[src/rtl/cv32e40x_clock_gate_ctrl.sv]
// Core clock-gate enable sequencer: drains buses before WFI sleep, settles the clock on wake-up.
// Optional sleep-cycle statistics counter enabled by defining CV32E40X_SLEEP_STATS_EN.
module cv32e40x_clock_gate_ctrl #(
  parameter int unsigned IDLE_CYCLES = 2,
  parameter int unsigned WAKE_CYCLES = 2
) (
  input  logic        clk_i,
  input  logic        rst_ni,
  input  logic        sleep_req_i,
  input  logic        wake_irq_i,
  input  logic        debug_req_i,
  input  logic        fetch_busy_i,
  input  logic        lsu_busy_i,
  output logic        clk_gate_en_o,
  output logic        core_sleep_o,
  output logic        wake_o,
  output logic [31:0] sleep_cycles_o,
  input  logic        sleep_cnt_clr_i
);

  localparam int unsigned CNT_W  = 4;
  localparam int unsigned STAT_W = 32;

  typedef enum logic [1:0] {
    ST_RUN   = 2'd0,
    ST_DRAIN = 2'd1,
    ST_SLEEP = 2'd2,
    ST_WAKE  = 2'd3
  } state_e;

  state_e             state_q, state_d;
  logic [CNT_W-1:0]   idle_cnt_q, idle_cnt_d;
  logic [CNT_W-1:0]   wake_cnt_q, wake_cnt_d;
  logic               gate_en_q, gate_en_d;
  logic               sleep_q, sleep_d;
  logic               wake_pulse_q, wake_pulse_d;
  logic               wake_c;
  logic               busy_c;

  assign wake_c = wake_irq_i | debug_req_i;
  assign busy_c = fetch_busy_i | lsu_busy_i;

  // State register plus registered outputs derived from the next state.
  always_ff @(posedge clk_i or negedge rst_ni) begin
    if (!rst_ni) begin
      state_q      <= ST_RUN;
      idle_cnt_q   <= '0;
      wake_cnt_q   <= '0;
      gate_en_q    <= 1'b1;
      sleep_q      <= 1'b0;
      wake_pulse_q <= 1'b0;
    end else begin
      state_q      <= state_d;
      idle_cnt_q   <= idle_cnt_d;
      wake_cnt_q   <= wake_cnt_d;
      gate_en_q    <= gate_en_d;
      sleep_q      <= sleep_d;
      wake_pulse_q <= wake_pulse_d;
    end
  end

  // Next-state logic; a wake source always takes priority.
  always_comb begin
    state_d      = state_q;
    idle_cnt_d   = idle_cnt_q;
    wake_cnt_d   = wake_cnt_q;
    wake_pulse_d = 1'b0;
    case (state_q)
      ST_RUN: begin
        if (sleep_req_i && !wake_c) begin
          state_d    = ST_DRAIN;
          idle_cnt_d = '0;
        end
      end
      ST_DRAIN: begin
        if (wake_c) begin
          state_d      = ST_RUN;
          wake_pulse_d = 1'b1;
        end else if (busy_c) begin
          idle_cnt_d = '0;
        end else if (idle_cnt_q == CNT_W'(IDLE_CYCLES)) begin
          state_d = ST_SLEEP;
        end else begin
          idle_cnt_d = idle_cnt_q + CNT_W'(1);
        end
      end
      ST_SLEEP: begin
        if (wake_c) begin
          if (WAKE_CYCLES == 0) begin
            state_d      = ST_RUN;
            wake_pulse_d = 1'b1;
          end else begin
            state_d    = ST_WAKE;
            wake_cnt_d = CNT_W'(WAKE_CYCLES);
          end
        end
      end
      ST_WAKE: begin
        // Settle window runs to completion even if the wake source drops.
        if (wake_cnt_q <= CNT_W'(1)) begin
          state_d      = ST_RUN;
          wake_cnt_d   = '0;
          wake_pulse_d = 1'b1;
        end else begin
          wake_cnt_d = wake_cnt_q - CNT_W'(1);
        end
      end
      default: state_d = ST_RUN;
    endcase
    gate_en_d = (state_d != ST_SLEEP);
    sleep_d   = (state_d == ST_SLEEP) || (state_d == ST_WAKE);
  end

  assign clk_gate_en_o = gate_en_q;
  assign core_sleep_o  = sleep_q;
  assign wake_o        = wake_pulse_q;

`ifdef CV32E40X_SLEEP_STATS_EN
  logic [STAT_W-1:0] sleep_cycles_q;

  // Saturating count of cycles spent gated; clear wins over increment.
  always_ff @(posedge clk_i or negedge rst_ni) begin
    if (!rst_ni) begin
      sleep_cycles_q <= '0;
    end else if (sleep_cnt_clr_i) begin
      sleep_cycles_q <= '0;
    end else if ((state_q == ST_SLEEP) && (sleep_cycles_q != '1)) begin
      sleep_cycles_q <= sleep_cycles_q + STAT_W'(1);
    end
  end

  assign sleep_cycles_o = sleep_cycles_q;
`else
  logic unused_clr;

  assign unused_clr     = sleep_cnt_clr_i;
  assign sleep_cycles_o = STAT_W'(0);
`endif

endmodule
[config.mk]
export PLATFORM = sky130hd
export DESIGN_NAME = cv32e40x_clock_gate_ctrl
export DESIGN_NICKNAME = d
export VERILOG_FILES = /design/src/rtl/cv32e40x_clock_gate_ctrl.sv
export SDC_FILE = /design/constraint.sdc
export NUM_CORES = 1
export LEC_CHECK = 0
export CAP_MARGIN = 20
export CORE_ASPECT_RATIO = 1.5
export CORE_MARGIN = 2
export CORE_UTILIZATION = 36
export CTS_CLUSTER_DIAMETER = 120
export DETAILED_ROUTE_END_ITERATION = 10
export PLACE_DENSITY = 0.81
export SLEW_MARGIN = 5
export SYNTH_ARGS = -nofsm -noshare
export SYNTH_HDL_FRONTEND = slang
export SYNTH_SLANG_ARGS = --single-unit
[constraint.sdc]
create_clock -name clk_i -period 1.5 [get_ports clk_i]
set_clock_uncertainty 0.05 [all_clocks]
set_input_delay 0.375 -clock clk_i [delete_from_list [all_inputs] [get_ports clk_i]]
set_output_delay 0.375 -clock clk_i [all_outputs]
set_load 0.005 [all_outputs]
==> impl_metrics.json <==
{
  "h-tree-depth": 1,
  "r2r_cells": 5,
  "ir_worst_vdd_v": 0.000255,
  "critPathCaptureType": "flip-flop",
  "core_mm2": 0.00245,
  "synthMuxAreaShare_pct": 3.40,
  "antenna_found_initial": 0,
  "total_power_uw": 881,
  "arrival_ns": 1.66,
  "yosys.area_share.simple_pct": 16.3,
  "vias": 664,
  "rows": 22,
  "final_core_utilization_pct": 42.6,
  "post-route-period-util_pct": 102,
  "pre_cts_slack_ns": -0.379,
  "fmax_mhz": 654,
  "port-buffer-count": 9,
  "fin_ws_ns": -0.0291,
  "cts_hold_buf": 0,
  "layout-drive-gt1-share_pct": 22.6,
  "path_class": "flip-flop to flip-flop",
  "die-width_um": 45.3,
  "gp_congestion": 0.727,
  "cts.sinks": 12,
  "crit_path_start_kind": "flip-flop",
  "floorplan.die_area_mm2": 0.00298,
  "synth_fa_ha_area_share_pct": 5.44,
  "dp_hpwl_um": 1220,
  "drt_iter0_markers": 12,
  "final_antenna_net_count": 0,
  "cap_violations": 0,
  "ys_seq_elements": 12,
  "syn_avg_cell_area_um2": 8.76,
  "grt_usage_pct": 11.4,
  "finalSetupViolCount": 5,
  "grt_start_max_net_pins": 13,
  "dieHeight_um": 65.9,
  "drc": 0,
  "tritoncts": "done",
  "syn_area_um2": 920,
  "area_growth_pct": 13.6,
  "grt_pass1_vias": 622,
  "num_antenna_cells": 0,
  "yosys_warnings": 0,
  "hold_path.class": "primary input to async pin",
  "critPathMaxStageDelay_ns": 0.44,
  "slew_violations": 0,
  "path_cells": "inv_1 > ha_2 > nor2_2 > or3_4 > o22a_1",
  "fin_nets": 137,
  "synth.distinct_cells": 30,
  "period_minus_slack_ns": 1.53,
  "rsz0062_at_grt": "yes",
  "p_leak_nw": 0.541,
  "grt_pass1_wl_um": 2460,
  "synth_xor_area_share_pct": 0,
  "synth_top_family_by_area": "buffers and inverters",
  "stdcell_area_mm2": 0.00104,
  "synth-compound-area-share_pct": 12.0,
  "gr-total-overflow": 0,
  "slowest_stage": "dfrtp_1",
  "fill_cells": 229,
  "synth_cells": 105,
  "place_area_um2": 943,
  "path_clk_slew_ns": 0.08,
  "layout_common_cells": "conb_1 (32), dfrtp_1 (11), o21ai_1 (8), buf_4 (8), nand2_1 (7)",
  "drt_pre_antenna_iters": 6,
  "cp_max_fo": 5,
  "cts_buffers": 3,
  "cp_data_required_time_ns": 1.63,
  "initial_core_util_pct": 37.5,
  "instances_no_fill": 148,
  "cts_root_buf": "clkbuf_4",
  "p_per_area_mw_per_mm2": 843,
  "ys_seq_area_share_pct": 32.8,
  "status": "complete, but fails checks",
  "layout_commonest_cell": "conb_1",
  "viasPerCell": 4.49,
  "wirelength_um": 1710,
  "hold_viol_final": 0,
  "io_pins": 43,
  "violations": "negative setup slack",
  "clk-insertion-delay-late_ns": 0.29,
  "dp.cells": 140,
  "cts_buffer_depth": 2,
  "drt-wirelength-per-cell_um": 11.5
}
-- per-stage QoR --
| stage | TNS [ns] | hold slack [ns] |
|---|---|---|
| floorplan | 0 | 0.0294 |
| global placement | -2.79 | 0.417 |
| detailed placement | -3.11 | 0.428 |
| CTS | -0.0874 | 0.338 |
| global route | -0.573 | 0.363 |
| finish | -0.120 | 0.338 |
-- state kept, by name, summed over array words and instances, names as in the netlist --
signal and count:
wake_cnt_q 4, core_sleep_o 1, state_q 1, wake_o 1, idle_cnt_q 4, clk_gate_en_o 1
-- Yosys cell counts --
| library cell | n | area share (%) |
|---|---|---|
| a31oi_1 | 1 | 0.68 |
| a22o_1 | 1 | 0.95 |
| o22a_1 | 1 | 0.95 |
| conb_1 | 1 | 0.41 |
| o211a_1 | 1 | 1.1 |
| o21ai_0 | 3 | 1.6 |
| nor3_1 | 1 | 0.54 |
| nand2_1 | 8 | 3.3 |
| mux2i_1 | 2 | 2.2 |
| nand3_1 | 2 | 1.1 |
| nor2_4 | 1 | 1.2 |
| a21oi_1 | 2 | 1.1 |
| buf_4 | 32 | 26 |
| nand4_1 | 3 | 2.0 |
| or3_1 | 1 | 0.68 |
| mux2_2 | 1 | 1.2 |
| a21o_1 | 1 | 0.82 |
| or3_4 | 1 | 1.2 |
| or4b_4 | 1 | 1.5 |
| or2_4 | 1 | 0.95 |
| buf_2 | 2 | 1.1 |
| ha_1 | 4 | 5.4 |
| o22ai_1 | 1 | 0.68 |
| nor2_1 | 7 | 2.9 |
| o31ai_1 | 1 | 0.82 |
| o21ai_1 | 6 | 3.3 |
| dfrtp_1 | 11 | 30 |
| dfstp_2 | 1 | 2.9 |
| inv_1 | 6 | 2.4 |
| nor2b_2 | 1 | 0.95 |
-- cell families after synthesis --
group / after synthesis
AO/OA/AOI/OAI: 18
flip-flops: 12
buffers and inverters: 40
AND/OR/NAND/NOR: 27
adder cells (fa/ha/maj): 4
multiplexers: 3
other: 1
-- metal layers --
metal	GRT usage, %	up-vias	part of all wire [%]
li1	-	325	-
met1	10.6	311	38
met2	20.4	25	55
met3	2.19	3	4.7
met4	9.19	0	2.3
met5	0	-	0
-- repair_timing --
item	in CTS	in global routing
pin swaps	8	3
resized for setup	11	8
setup endpoints to repair	11	10
setup buffers	3	1
-- cell type report --
| type | instances | area [µm²] | area share, % |
|---|---|---|---|
| multi-input combinational | 84 | 499 | 47.8 |
| timing repair buffer | 18 | 155 | 14.9 |
| tap | 24 | 30.0 | 2.87 |
| inverter | 6 | 22.5 | 2.16 |
| sequential | 12 | 302 | 28.9 |
| clock buffer | 4 | 36.3 | 3.47 |
-- final timing paths --
check,start,to,slack (ns)
setup / recovery,wake_cnt_q[0],core_sleep_o,-0.03
hold / removal,rst_ni,core_sleep_o,0.34
setup reg to reg,wake_cnt_q[0],core_sleep_o,-0.03
hold reg to reg,idle_cnt_q[3],idle_cnt_q[3],0.43
max in group asynchronous,rst_ni,clk_gate_en_o,0.83
min in group clk_i,debug_req_i,clk_gate_en_o,0.39
-- critical path, delay by kind of cell (launching register included) --
| kind | cells | cell delay [ns] |
|---|---|---|
| fa+ha+maj | 1 | 0.20 |
| buf+inv | 1 | 0.09 |
| simple gates | 2 | 0.42 |
| compound gates | 1 | 0.21 |
| flops | 1 | 0.44 |
-- power breakdown --
part / internal [mW] / total, mW / switching [mW]
registers: 0.360 / 0.407 / 0.0472
clock network: 0.148 / 0.262 / 0.114
logic: 0.0939 / 0.212 / 0.118
total: 0.601 / 0.881 / 0.279
Power figures use the tool's default switching activity.
